**src/rtl/mpsub256_serial.sv**
```systemverilog
// Digit-serial multi-precision subtractor: d_out = {0,a} - {0,b}, one W-bit digit per cycle.
// Shares the write/start/ready handshake of mpadd256_serial.
module mpsub256_serial #(
    parameter int N = 256,
    parameter int W = 64
) (
    input  logic         CLK,
    input  logic         RST,
    input  logic [N-1:0] a_in,
    input  logic [N-1:0] b_in,
    input  logic         write,
    input  logic         start,
    output logic [N:0]   d_out,
    output logic         ready
);

    localparam int D  = N / W;
    localparam int CW = (D > 1) ? $clog2(D) : 1;

    typedef enum logic {IDLE, BUSY} state_t;

    state_t          state_q, state_d;
    logic [N-1:0]    a_q, a_d;
    logic [N-1:0]    b_q, b_d;
    logic [N-1:0]    acc_q, acc_d;
    logic [CW-1:0]   cnt_q, cnt_d;
    logic            borrow_q, borrow_d;
    logic [N:0]      d_out_q, d_out_d;
    logic            ready_q, ready_d;

    logic [W:0]      diff;
    logic            last;

    // Low digit of each operand minus incoming borrow; bit W is the outgoing borrow.
    assign diff = {1'b0, a_q[W-1:0]} - {1'b0, b_q[W-1:0]} - {{W{1'b0}}, borrow_q};
    assign last = (cnt_q == CW'(D - 1));

    always_ff @(posedge CLK) begin
        if (RST) state_q <= IDLE;
        else     state_q <= state_d;
    end

    always_comb begin
        state_d = state_q;
        case (state_q)
            IDLE:    if (start && !write) state_d = BUSY;
            BUSY:    if (last)            state_d = IDLE;
            default:                      state_d = IDLE;
        endcase
    end

    always_comb begin
        a_d      = a_q;
        b_d      = b_q;
        acc_d    = acc_q;
        cnt_d    = cnt_q;
        borrow_d = borrow_q;
        d_out_d  = d_out_q;
        ready_d  = ready_q;
        case (state_q)
            IDLE: begin
                if (write) begin
                    a_d     = a_in;
                    b_d     = b_in;
                    ready_d = 1'b0;
                end else if (start) begin
                    cnt_d    = '0;
                    borrow_d = 1'b0;
                    ready_d  = 1'b0;
                end
            end
            BUSY: begin
                // Digits enter at the MSB end so digit 0 lands at the bottom after D shifts.
                acc_d    = N'({diff[W-1:0], acc_q} >> W);
                a_d      = a_q >> W;
                b_d      = b_q >> W;
                borrow_d = diff[W];
                cnt_d    = cnt_q + CW'(1);
                if (last) begin
                    d_out_d = {diff[W], acc_d};
                    ready_d = 1'b1;
                end
            end
            default: ;
        endcase
    end

    always_ff @(posedge CLK) begin
        if (RST) begin
            a_q      <= '0;
            b_q      <= '0;
            acc_q    <= '0;
            cnt_q    <= '0;
            borrow_q <= 1'b0;
            d_out_q  <= '0;
            ready_q  <= 1'b0;
        end else begin
            a_q      <= a_d;
            b_q      <= b_d;
            acc_q    <= acc_d;
            cnt_q    <= cnt_d;
            borrow_q <= borrow_d;
            d_out_q  <= d_out_d;
            ready_q  <= ready_d;
        end
    end

    assign d_out = d_out_q;
    assign ready = ready_q;

endmodule

```
**config.mk**
```make
export PLATFORM = sky130hd
export DESIGN_NAME = mpsub256_serial
export DESIGN_NICKNAME = d
export VERILOG_FILES = /design/src/rtl/mpsub256_serial.sv
export SDC_FILE = /design/constraint.sdc
export NUM_CORES = 2
export LEC_CHECK = 0
export BUFFER_PORTS_ARGS = -buffer_cell sky130_fd_sc_hd__buf_2
export CAP_MARGIN = 20
export CORE_ASPECT_RATIO = 0.75
export CORE_MARGIN = 4
export CORE_UTILIZATION = 40
export CTS_CLUSTER_DIAMETER = 120
export DETAILED_ROUTE_END_ITERATION = 10
export PLACE_DENSITY = 0.59
export SKIP_LAST_GASP = 1
export SLEW_MARGIN = 30
export SYNTH_ARGS = -nofsm -noshare
export SYNTH_HDL_FRONTEND = slang
export SYNTH_SLANG_ARGS = --single-unit
export TNS_END_PERCENT = 50
```
**constraint.sdc**
```tcl
create_clock -name CLK -period 4.75 [get_ports CLK]
set_clock_uncertainty 0.1 [all_clocks]
set_input_delay 0.475 -clock CLK [delete_from_list [all_inputs] [get_ports CLK]]
set_output_delay 0.475 -clock CLK [all_outputs]
set_load 0.05 [all_outputs]
```
== Yosys cells after proc, flatten, opt, wreduce, memory -nomap -nowiden ==
Cells that the tools add are included.

* Output and inout bits: 258
* Bits of input ports: 516
* Bits in latches: 0
* Memory bits (writable): 0
* Logic and storage cells: 39
* Register bits after elaboration: 1030
* Memory bits (read-only): 0
* Memories: 0

* Eq/ne operators: 6
* Divide/modulo/power cells: 0
* Shift-type cells: 0
* Add/sub/neg operators: 3
* Bitwise operators: 1
* $mul: 0
* Reductions and logical operators: 5
* Mux-type cells: 16
* Order comparisons: 0

{| class="wikitable"
|+ Operators with widths
! kind !! count
|-
| $pmux 256 s2 || 2
|-
| $mux 256 || 2
|-
| $sub 64x64->65 || 1
|-
| $sub 65x1->65 || 1
|-
| $mux 1 || 6
|-
| $ne 2x2->1 const B || 3
|-
| $pmux 1 s2 || 3
|-
| $reduce_and 2->1 || 3
|-
| $mux 2 || 2
|-
| $pmux 2 s2 || 1
|-
| $ne 3x3->1 const B || 1
|-
| $add 2x1->2 const B || 1
|-
| $eq 2x2->1 const B || 1
|-
| $ne 2x1->1 const B || 1
|-
| $logic_and 1x1->1 || 1
|-
| $logic_not 1->1 || 1
|-
| $not 1->1 || 1
|}

== Longest topological paths before layout ==
* Depth in word-level cells: 4
* Depth in mapped cells: 16
* Mapped depth without buffers: 16

== Worst setup path before layout ==
OpenSTA, ideal clock, no wires.

* Kind: flip-flop to flip-flop
* From: register b_q[0]
* To: register borrow_q
* Path slack: 740 ps
* Required time: 4559 ps
* Library setup time: 91 ps
* Data arrival time: 3819 ps
* Cell stages (with the launch flop): 17
* Buffers on the path: 0
* Period minus slack after synthesis: 4010 ps
* Cells stage by stage: dfxtp_1 -> inv_1 -> fa_1 -> inv_1 -> ha_1 -> or2_2 -> fa_1 -> nand2b_1 -> a31o_1 -> a22oi_1 -> o21ai_1 -> a21oi_2 -> o21a_2 -> a2111oi_2 -> o2111a_1 -> or4_1 -> a311oi_1

* Word-level cells in the longest chain between the ends: 3

{| class="wikitable"
|+ Ends and longest elaborated chain
! element !! RTL line !! text
|-
| from (decl) || 24 || <nowiki>logic [N-1:0] b_q, b_d;</nowiki>
|-
| from (signal assigned) || 91 || <nowiki>b_q <= '0;</nowiki>
|-
| from (signal assigned) || 99 || <nowiki>b_q <= b_d;</nowiki>
|-
| $sub 64x64->65 || 35 || <nowiki>assign diff = {1'b0, a_q[W-1:0]} - {1'b0, b_q[W-1:0]} - {{W{1'b0}}, borrow_q};</nowiki>
|-
| $sub 65x1->65 || 35 ||
|-
| $pmux 1 s2 || 60 || <nowiki>case (state_q)</nowiki>
|-
| to (signal assigned) || 102 || <nowiki>borrow_q <= borrow_d;</nowiki>
|-
| to (decl) || 27 || <nowiki>logic borrow_q, borrow_d;</nowiki>
|}

No other way between the ends.
A chain may end at the register's enable or synchronous reset.

== Final worst setup path ==
* From: register borrow_q
* To: register borrow_q

* Word-level cells in the longest chain between the ends: 2

{| class="wikitable"
|+ Ends and longest elaborated chain
! element !! RTL line
|-
| $sub 65x1->65 || 35
|-
| $pmux 1 s2 || 60
|}

No other way between the ends.

==> metrics.md <==
| Metric | Value |
|---|---|
| Maximum vdd ir drop | `around 320 uV` |
| Cell internal pwr | `about 14 mW` |
| Ys Warns | `0` |
| Fraction of final layout cells with drive strength greater than 1 | `between 15 and 20%` |
| Data required time at the worst endpoint | `roughly 5.3 ns` |
| Met2 WL | `about 65 mm` |
| Count of port buffers added during placement | `roughly 770` |
| Pin count of the biggest net entering global routing | `204` |
| Final layout net count | `between 6,000 and 7,000` |
| Period minus WS final | `around 4.6 ns` |
| Run status | `finished, final reports clean` |
| Total met3 wirelength after detailed routing | `slightly above 9 mm` |
| Final Hold Slack | `0.0505 ns` |
| TritonCTS clock tree | `built` |
| Most instantiated cells after synthesis | `sky130_fd_sc_hd__nor2_1, sky130_fd_sc_hd__dfxtp_1, sky130_fd_sc_hd__a21oi_1` |
| Sum of overflow across all layers after global routing | `0` |
| DRC viols | `0` |
| Mean routed wirelength per cell | `a little under 20 um` |
| Setup TNS | `0 ns` |
| Antenna-violating nets left | `0` |
| Number of cells on the worst hold path | `5` |
| Share of async-settable or async-resettable flops after synthesis | `0%` |
| Top routing layer in use | `met5` |
| Core occupancy in the finished layout | `51.3%` |
| Area used by multi-input combinational logic | `0.0212 mm^2` |
| Placed cell count | `between 6,000 and 7,000` |
| Finished Layout Cells | `roughly 7,500` |
| Largest cells by area after synthesis | `sky130_fd_sc_hd__dfxtp_1, sky130_fd_sc_hd__mux2i_1, sky130_fd_sc_hd__nor2_1` |
| Unrepaired setup endpoints after global routing | `true` |
| Register Area | `a little under 0.02 mm^2` |
| Slew headroom | `a little over a third` |
| Transition time of the tightest slew-check pin | `about 0.97 ns` |
| Max clock buf depth | `3` |
| Final Cell Area | `~0.054 mm^2` |
| Sequential element share of the synthesized area | `a little under half` |
| Total Die Area | `between 0.1 and 0.15 mm^2` |
| Initial Util | `about 40%` |
| Critical Path Max Stage Delay | `approximately 0.52 ns` |
| Number of enable flip-flop cells after synthesis | `0` |
| Switching power share of the total | `29.7%` |
| Buffers & Inverters on Critical Path | `2` |
| Clock buffers created by TritonCTS | `99` |
| Total Power | `20.6 mW` |
| Number of levels in the clock H-tree | `3` |
| Startpoint type of the worst setup path | `flip-flop` |
| Final Wtd Congestion | `0.899` |
| Depth of the worst register-to-register path | `16` |
| Overall Global Routing Usage | `approximately 25%` |
| Post-Place Worst Slack | `0.170 ns` |
| Wire length of the first global-routing pass | `roughly 220 mm` |
| Number of placed I/O pins | `around 770` |
| Initial antenna violation count | `46` |
| Max-slew violation total from the final report | `0` |
| Path class of the lowest-slack min-delay path | `input pin to flip-flop` |
| Area share of the leading cell type in the synthesized netlist | `between 40% and 50%` |
| Post-detailed-placement cell area | `around 0.047 mm^2` |
| Die width | `385 um` |
| Vias post-DR | `about 38,000` |
| Setup violators final | `0` |
| Root Driver | `sky130_fd_sc_hd__clkbuf_16` |
| Worst-path cell chain | `inv_1 > fa_1 > inv_1 > ha_1 > or2_2 > fa_1 > nand2b_1 > a31o_1 > a22oi_1 > o21ai_1 > a21oi_2 > o21a_2 > a2111oi_2 > o2111a_1 > or4_1 > a311oi_1` |
| Met1 Wirelength | `69.2 mm` |
| Cell Area, Synth | `0.0427 mm^2` |
| Clock Power Share | `between 30% and 40%` |
| Data arrival, critical path | `between 5 and 6 ns` |
| Number of filler cells placed in the layout | `10,031` |
| Highest net fanout along the worst path | `4` |
| Die Y-Extent | `between 200 and 300 um` |
| Worst-path clk slew | `0.06 ns` |
| Peak Freq | `approximately 220 MHz` |
| Crit path max-delay cell type | `sky130_fd_sc_hd__fa_1` |
| Fraction of power consumed by sequential logic | `a little over two fifths` |
| Drt via density | `a little over 5` |
| Number of hold violations in the final report | `0` |
| Logic pwr share | `18.8%` |
| Power per Cell Area | `381 mW/mm^2` |
| Max-Cap Viols | `0` |
| Total number of placement rows | `between 100 and 150` |
| Predominant post-synthesis flop cell | `sky130_fd_sc_hd__dfxtp_1` |
| Worst setup slack after layout | `around 0.17 ns` |
| Post-Syn Instances | `between 5,000 and 6,000` |
| Clock net sink count | `between 900 and 1,000` |
| Vias in the first global route | `35,532` |
| Layout overhead on the synthesized area | `27.0%` |
| Most common cell in the netlist | `sky130_fd_sc_hd__nor2_1` |
| Type of element capturing the critical path | `flip-flop` |
| Routed Wire Length | `around 150 mm` |
| Leakage dissipation | `between 20 and 25 nW` |
| Syn nets | `approximately 5,800` |
| Clock network latency to the later pin of the worst-skew pair | `roughly 0.7 ns` |
| Mean area per synthesized cell | `8.35 um^2` |
| Cell family with most CP delay | `compound AO/OA/AOI/OAI gates` |
| Flip-flop and latch count after synthesis | `966` |
| Total stage count of the critical path | `16` |
| Setup Buffers After CTS | `0` |
| Post-synthesis cell type with the largest combined area | `sky130_fd_sc_hd__dfxtp_1` |
| Switching power | `6.12 mW` |
| Post-route fraction of the period consumed by the critical path | `around 96%` |
| Type of the worst setup path | `flip-flop to flip-flop` |
| Core Box Area | `~0.11 mm^2` |
| Detailed placer's ending HPWL | `between 100 and 150 mm` |
| Detailed router's first-iteration violation count | `about 2,800` |
| Distinct cells, synth | `between 70 and 80` |
| Detailed-routing iteration count for the pre-antenna-repair pass | `8` |
[state kept, by name (all words and copies together) (netlist names)]
signal    flops
b_q         256
borrow_q      1
acc_q       192
d_out       257
cnt_q         2
a_q         256
state_q       1
ready         1
[worst reg2reg max path, stage by stage (launching register included)]
cell                        delay [ns]
sky130_fd_sc_hd__dfxtp_1          0.39
sky130_fd_sc_hd__inv_1            0.11
sky130_fd_sc_hd__fa_1             0.52
sky130_fd_sc_hd__inv_1            0.05
sky130_fd_sc_hd__ha_1             0.17
sky130_fd_sc_hd__or2_2            0.29
sky130_fd_sc_hd__fa_1             0.42
sky130_fd_sc_hd__nand2b_1         0.18
sky130_fd_sc_hd__a31o_1           0.30
sky130_fd_sc_hd__a22oi_1          0.23
sky130_fd_sc_hd__o21ai_1          0.16
sky130_fd_sc_hd__a21oi_2          0.23
sky130_fd_sc_hd__o21a_2           0.21
sky130_fd_sc_hd__a2111oi_2        0.08
sky130_fd_sc_hd__o2111a_1         0.28
sky130_fd_sc_hd__or4_1            0.50
sky130_fd_sc_hd__a311oi_1         0.27
[cell type report]
class	count	share of cell area, %
clock inverter	39	0.811
clock buffer	144	5.29
tap	1417	3.27
timing repair buffer	1141	14.3
antenna	29	0.134
multi-input combinational	3561	39.1
inverter	211	1.46
sequential	966	35.7
[placed cells by master (no fill, tap or decap), types with 7 or more instances in the layout]
| cell | n |
|---|---|
| sky130_fd_sc_hd__nand2_1 | 528 |
| sky130_fd_sc_hd__clkbuf_16 | 99 |
| sky130_fd_sc_hd__clkbuf_1 | 23 |
| sky130_fd_sc_hd__or4_1 | 10 |
| sky130_fd_sc_hd__nor4_1 | 9 |
| sky130_fd_sc_hd__nor4b_1 | 12 |
| sky130_fd_sc_hd__buf_4 | 20 |
| sky130_fd_sc_hd__xor2_1 | 16 |
| sky130_fd_sc_hd__dfxtp_1 | 965 |
| sky130_fd_sc_hd__a211oi_1 | 16 |
| sky130_fd_sc_hd__a21oi_1 | 691 |
| sky130_fd_sc_hd__diode_2 | 29 |
| sky130_fd_sc_hd__or3_1 | 7 |
| sky130_fd_sc_hd__nand2b_1 | 7 |
| sky130_fd_sc_hd__clkbuf_8 | 22 |
| sky130_fd_sc_hd__a31oi_1 | 12 |
| sky130_fd_sc_hd__inv_1 | 210 |
| sky130_fd_sc_hd__nand3_1 | 38 |
| sky130_fd_sc_hd__nor3_1 | 13 |
| sky130_fd_sc_hd__o21ai_0 | 38 |
| sky130_fd_sc_hd__nand4_1 | 27 |
| sky130_fd_sc_hd__ha_1 | 127 |
| sky130_fd_sc_hd__nor2_1 | 1102 |
| sky130_fd_sc_hd__a311o_1 | 14 |
| sky130_fd_sc_hd__buf_12 | 18 |
| sky130_fd_sc_hd__a21o_1 | 46 |
| sky130_fd_sc_hd__and4_1 | 8 |
| sky130_fd_sc_hd__and2_1 | 7 |
| sky130_fd_sc_hd__xnor2_1 | 29 |
| sky130_fd_sc_hd__mux2i_1 | 681 |
| sky130_fd_sc_hd__clkinv_2 | 20 |
| sky130_fd_sc_hd__buf_2 | 771 |
| sky130_fd_sc_hd__o21ai_1 | 9 |
| sky130_fd_sc_hd__o21bai_1 | 11 |
| sky130_fd_sc_hd__dlygate4sd3_1 | 326 |
[kinds of logic after synthesis]
family	share of synthesized area (%)
xor gates and xnor gates	0.924
and+or+nand+nor	16.9
muxes	16.0
AOI/OAI and AO/OA	11.9
DFF	45.3
adders and majority gates	3.82
buffers and inverters	5.17
[repair_timing]
action,in CTS,in global routing
endpoints found under the hold margin,359,0
hold buffers,326,0
setup endpoints to repair,0,5
resized for setup,0,4
[worst paths after layout]
| kind | from | endpoint | slack, ns |
|---|---|---|---|
| worst min-delay path | b_in[84] | b_q[84] | 0.05 |
| worst max-delay path | borrow_q | borrow_q | 0.17 |
| worst max register to register | borrow_q | borrow_q | 0.17 |
| worst min register to register | acc_q[66] | d_out[2] | 0.34 |
[per-layer routing]
layer	global-route usage, %	up-vias
li1	-	18912
met1	35.9	17614
met2	38.6	991
met3	5.14	230
met4	7.91	22
met5	0	-
[power by group through the flow]
stage	Sequential, mW	Clock, mW	Combinational, mW
after detailed placement	9.03	0	3.57
after floorplan	8.81	0	2.49
after global routing	8.89	8.41	4.26
after global placement	9.02	0	3.54
final	8.85	7.90	3.87
after CTS	8.85	8.08	3.82
No activity file was read; power rests on OpenSTA's default activity.
